===== config.mk =====
export PLATFORM = sky130hd
export DESIGN_NAME = rf_write_scheduler
export DESIGN_NICKNAME = d
export VERILOG_FILES = /design/src/rtl/rf_write_scheduler.sv
export SDC_FILE = /design/constraint.sdc
export NUM_CORES = 1
export LEC_CHECK = 0
export BUFFER_PORTS_ARGS = -buffer_cell sky130_fd_sc_hd__buf_4
export CAP_MARGIN = 20
export CELL_PAD_IN_SITES_DETAIL_PLACEMENT = 1
export CELL_PAD_IN_SITES_GLOBAL_PLACEMENT = 2
export CORE_UTILIZATION = 32
export DETAILED_ROUTE_END_ITERATION = 10
export GPL_TIMING_DRIVEN = 0
export HOLD_SLACK_MARGIN = 0.05
export PLACE_DENSITY = 0.93
export SETUP_SLACK_MARGIN = 0.05
export SLEW_MARGIN = 20
export SYNTH_ARGS = -nofsm -noshare
export SYNTH_HDL_FRONTEND = slang
export SYNTH_SLANG_ARGS = --single-unit

===== constraint.sdc =====
create_clock -name clk -period 6.6 [get_ports clk]
set_clock_uncertainty 0.1 [all_clocks]
set_input_delay 0.66 -clock clk [delete_from_list [all_inputs] [get_ports clk]]
set_output_delay 0.66 -clock clk [all_outputs]
set_load 0.01 [all_outputs]

===== src/rtl/rf_write_scheduler.sv =====
// Arbitrates the single register-file write port between WB (priority) and a one-entry MD result buffer,
// tracks outstanding MD destinations in a scoreboard, and raises decode/starvation stalls.
module rf_write_scheduler #(
  parameter int unsigned STARVE_LIMIT = 8,
  parameter int unsigned CNT_W        = 4
) (
  input  logic        clk,
  input  logic        rst_n,
  input  logic        wb_we,
  input  logic [4:0]  wb_wn,
  input  logic [31:0] wb_d,
  input  logic        md_valid,
  output logic        md_ready,
  input  logic [4:0]  md_wn,
  input  logic [31:0] md_d,
  input  logic        iss_valid,
  input  logic [4:0]  iss_wn,
  input  logic        dec_valid,
  input  logic [4:0]  dec_rs,
  input  logic [4:0]  dec_rt,
  input  logic [4:0]  dec_rd,
  output logic        rf_we,
  output logic [4:0]  rf_wn,
  output logic [31:0] rf_d,
  output logic        hazard_stall,
  output logic        starve_stall,
  output logic [31:0] busy_vec
);

  localparam logic [CNT_W-1:0] LIMIT = CNT_W'(STARVE_LIMIT);

  logic              buf_valid_q, buf_valid_d;
  logic [4:0]        buf_wn_q, buf_wn_d;
  logic [31:0]       buf_d_q, buf_d_d;
  logic [31:0]       busy_q, busy_d;
  logic [CNT_W-1:0]  cnt_q, cnt_d;
  logic              starve_q, starve_d;

  logic wb_win, drain, buf_free, accept;

  assign md_ready = ~buf_valid_q;
  assign accept   = md_valid & ~buf_valid_q;
  assign wb_win   = wb_we & (wb_wn != 5'd0);
  assign drain    = buf_valid_q & ~wb_win & (buf_wn_q != 5'd0);
  // An r0-targeted result is dropped without ever using the port.
  assign buf_free = buf_valid_q & (drain | (buf_wn_q == 5'd0));

  always_comb begin
    rf_we = 1'b0;
    rf_wn = 5'd0;
    rf_d  = 32'd0;
    if (wb_win) begin
      rf_we = 1'b1;
      rf_wn = wb_wn;
      rf_d  = wb_d;
    end else if (drain) begin
      rf_we = 1'b1;
      rf_wn = buf_wn_q;
      rf_d  = buf_d_q;
    end
  end

  always_comb begin
    buf_valid_d = buf_valid_q;
    buf_wn_d    = buf_wn_q;
    buf_d_d     = buf_d_q;
    if (buf_free) buf_valid_d = 1'b0;
    if (accept) begin
      buf_valid_d = 1'b1;
      buf_wn_d    = md_wn;
      buf_d_d     = md_d;
    end
  end

  // Clear before set so an issue to the draining register keeps it busy.
  always_comb begin
    busy_d = busy_q;
    if (drain) busy_d[buf_wn_q] = 1'b0;
    if (iss_valid && (iss_wn != 5'd0)) busy_d[iss_wn] = 1'b1;
    busy_d[0] = 1'b0;
  end

  always_comb begin
    cnt_d = cnt_q;
    if (!buf_valid_q || buf_free) begin
      cnt_d = '0;
    end else if (cnt_q < LIMIT) begin
      cnt_d = cnt_q + CNT_W'(1);
    end
    starve_d = (cnt_d >= LIMIT) & buf_valid_q & ~drain;
  end

  always_ff @(posedge clk or negedge rst_n) begin
    if (!rst_n) begin
      buf_valid_q <= 1'b0;
      buf_wn_q    <= 5'd0;
      buf_d_q     <= 32'd0;
      busy_q      <= 32'd0;
      cnt_q       <= '0;
      starve_q    <= 1'b0;
    end else begin
      buf_valid_q <= buf_valid_d;
      buf_wn_q    <= buf_wn_d;
      buf_d_q     <= buf_d_d;
      busy_q      <= busy_d;
      cnt_q       <= cnt_d;
      starve_q    <= starve_d;
    end
  end

  assign starve_stall = starve_q;
  assign busy_vec     = busy_q;
  assign hazard_stall = starve_q | (dec_valid & (((dec_rs != 5'd0) & busy_q[dec_rs]) |
                                                 ((dec_rt != 5'd0) & busy_q[dec_rt]) |
                                                 ((dec_rd != 5'd0) & busy_q[dec_rd])));

endmodule


==> impl_metrics.json <==
{
  "status": "complete, no violations",
  "slew_headroom_pct": 37.47,
  "stdcell_area_mm2": 0.005966,
  "initial_utilization_pct": 33.10,
  "die_w_um": 116.7,
  "ys_seq_elements": 74,
  "drive_gt1_share_pct": 44.51,
  "yosysUniqueCellTypes": 46,
  "clk_latency_ns": 0.34,
  "synth_edf_count": 0,
  "nets": 642,
  "tns_ns": 0,
  "path_max_fanout": 10,
  "ys_warn_count": 0,
  "path_cells": "clkbuf_1 > or3_1 > o31ai_1 > nor2_1 > buf_2 > a22o_1 > buf_4",
  "clockRootBuffer": "clkbuf_16",
  "ir_drop_mv": 0.1576,
  "route.top_layer_used": "met4",
  "postSynthAreaPerCell_um2": 11.41,
  "post-route-min-period_ns": 3.562,
  "worstPathRequired_ns": 5.84,
  "place_area_mm2": 0.005635,
  "io_pins": 173,
  "wl_met3_um": 1194,
  "p_per_area_mw_per_mm2": 338.6,
  "p_leak_nw": 2.654,
  "post-route-drc-count": 0,
  "cpPeakStageDelay_ns": 0.50,
  "met2_length_um": 7237,
  "syn-instance-count": 369,
  "final_max_slew_viol_count": 0,
  "viasPerCell": 5.429,
  "finalWirelength_um": 14560,
  "syn_area_mm2": 0.004212,
  "maxCapViolCount": 0,
  "fmax_mhz": 280.7,
  "drt-met1-wl_um": 5885,
  "antenna_left": 0,
  "cts_buffers": 9,
  "start_kind": "flip-flop",
  "final_cell_mix": "buf_4 (162), dfrtp_1 (74), o21ai_0 (63)",
  "antenna_found_initial": 0,
  "io_buffers": 161,
  "grt_pass1_vias": 4203,
  "finalSetupViolations": 0,
  "ys.flop_type": "dfrtp_1",
  "synth_nets": 470,
  "fin_crit_sh_pct": 53.97,
  "hold_class": "in2async",
  "cts.hold.buffers_added": 0,
  "nFillCells": 1459,
  "dp_hpwl_um": 11010,
  "path_clk_slew_ns": 0.06,
  "cts_max_path_buffers": 2,
  "synthToLayoutAreaGrowth_pct": 41.65,
  "hold_viol": 0,
  "first_iter_violations": 143,
  "post_cts_buffers": 0,
  "tightest_slew_ns": 0.9380,
  "cp_slowest_cell": "or3_1",
  "drt_first_pass_iters": 4,
  "row_count": 41,
  "vias": 3898,
  "worstSetupPathType": "reg2out",
  "rsz0062_at_grt": "no",
  "grt_first_pass_wirelength_um": 22590,
  "worst_ep_arrival_time_ns": 2.80,
  "grt_max_degree": 75,
  "fp.dieH_um": 116.7,
  "cts_tree": "built",
  "place_congestion": 0.8622,
  "wl_per_cell_um": 20.27,
  "htree_levels": 3,
  "ys_seq_area_share_pct": 43.97,
  "overflow": 0,
  "clock-sinks": 74,
  "cts-resized-gates": 0,
  "async_flop_share_pct": 100.0,
  "final_common_cell": "buf_4",
  "die-area_mm2": 0.01362,
  "worstSetupEndpointType": "output pin",
  "coreArea_mm2": 0.01272,
  "track_usage_pct": 22.00,
  "diodes": 0
}
## worst max-delay path, delay by kind of cell, from the launching register on
family / cells / cell delay (ns)
buffers and inverters: 3 / 0.66
AO/OA/AOI/OAI: 2 / 0.68
AND/OR/NAND/NOR: 2 / 0.76
flip-flops: 1 / 0.36
## stage by stage
stage / std cells / worst slack (ns) / power, mW / util, % / hold slack, ns
floorplan: 369 / 3.445 / 1.097 / - / 0.2644
global placement: 702 / 3.052 / 1.441 / 44.30 / 0.3905
detailed placement: 702 / 3.027 / 1.481 / 44.30 / 0.3983
CTS: 718 / 2.987 / 2.028 / 46.89 / 0.4069
global route: 718 / 2.857 / 2.125 / 46.89 / 0.4204
finish: 718 / 3.038 / 2.020 / 46.89 / 0.3675
## report_power, final
group	switching, mW	total (mW)	internal [mW]
Clock	0.192	0.544	0.352
Sequential	0.164	0.756	0.593
Combinational	0.318	0.720	0.402
Total	0.674	2.02	1.35
## cells in the mapped netlist, types with 2 or more instances
library cell | n | area [µm²]
o21ai_0 | 63 | 315.3
a21oi_1 | 4 | 20.02
mux2_2 | 41 | 461.7
dfrtp_1 | 74 | 1852
nor2_1 | 14 | 52.55
nand4_1 | 4 | 25.02
mux2i_1 | 8 | 80.08
nor2b_1 | 8 | 50.05
nand2_1 | 18 | 67.56
buf_2 | 5 | 25.02
mux4_1 | 7 | 183.9
or3b_2 | 3 | 26.28
inv_1 | 6 | 22.52
a22o_1 | 36 | 315.3
o31ai_1 | 2 | 15.01
mux4_2 | 13 | 292.8
clkbuf_1 | 17 | 63.81
or4_1 | 3 | 22.52
buf_1 | 4 | 15.01
nand3_1 | 5 | 25.02
nand3b_1 | 8 | 60.06
or3_1 | 2 | 12.51
## layout make-up
cell class | count | area [µm²] | share of cell area (%)
Multi-Input combinational cell | 261 | 2215 | 37.12
Sequential cell | 74 | 1852 | 31.04
Timing Repair Buffer | 161 | 1209 | 20.26
Clock buffer | 12 | 256.5 | 4.299
Tap cell | 172 | 215.2 | 3.607
Buffer | 28 | 122.6 | 2.055
Clock inverter | 4 | 73.82 | 1.237
Inverter | 6 | 22.52 | 0.3775
## cell families after synthesis
logic type | synth area share, %
compound gates | 18.09
fa+ha+maj | 0.2970
simple gates | 9.507
buf+inv | 3.446
other cells | 0.08904
xor+xnor | 0.4160
mux | 24.18
flops | 43.97
## layer usage
metal	vias to the layer above	track usage, %
li1	1759	-
met5	-	0
met1	1970	26.08
met4	0	6.582
met3	16	6.798
met2	153	38.26
## registers in the layout, summed over array words and instances, names as in the netlist
register      count
buf_d_q          32
buf_wn_q          5
starve_stall      1
buf_valid_q       1
cnt_q             4
busy_vec         31
## path summary, 6_finish.rpt
path,slack [ns],cells past startpoint,from,end
worst min register to register,0.41,1,buf_d_q[20]$_DFFE_PN0P_,buf_d_q[20]$_DFFE_PN0P_
worst min-delay path,0.37,1,rst_n,buf_d_q[10]$_DFFE_PN0P_
max in group asynchronous,5.43,1,rst_n,buf_wn_q[2]$_DFFE_PN0P_
min in group clk,0.41,1,buf_d_q[20]$_DFFE_PN0P_,buf_d_q[20]$_DFFE_PN0P_
worst max-delay path,3.04,7,buf_wn_q[4]$_DFFE_PN0P_,rf_d[9]
worst max register to register,4.21,5,buf_valid_q$_DFFE_PN0P_,buf_wn_q[1]$_DFFE_PN0P_
Note: power is estimated with default switching activity, not from simulation.
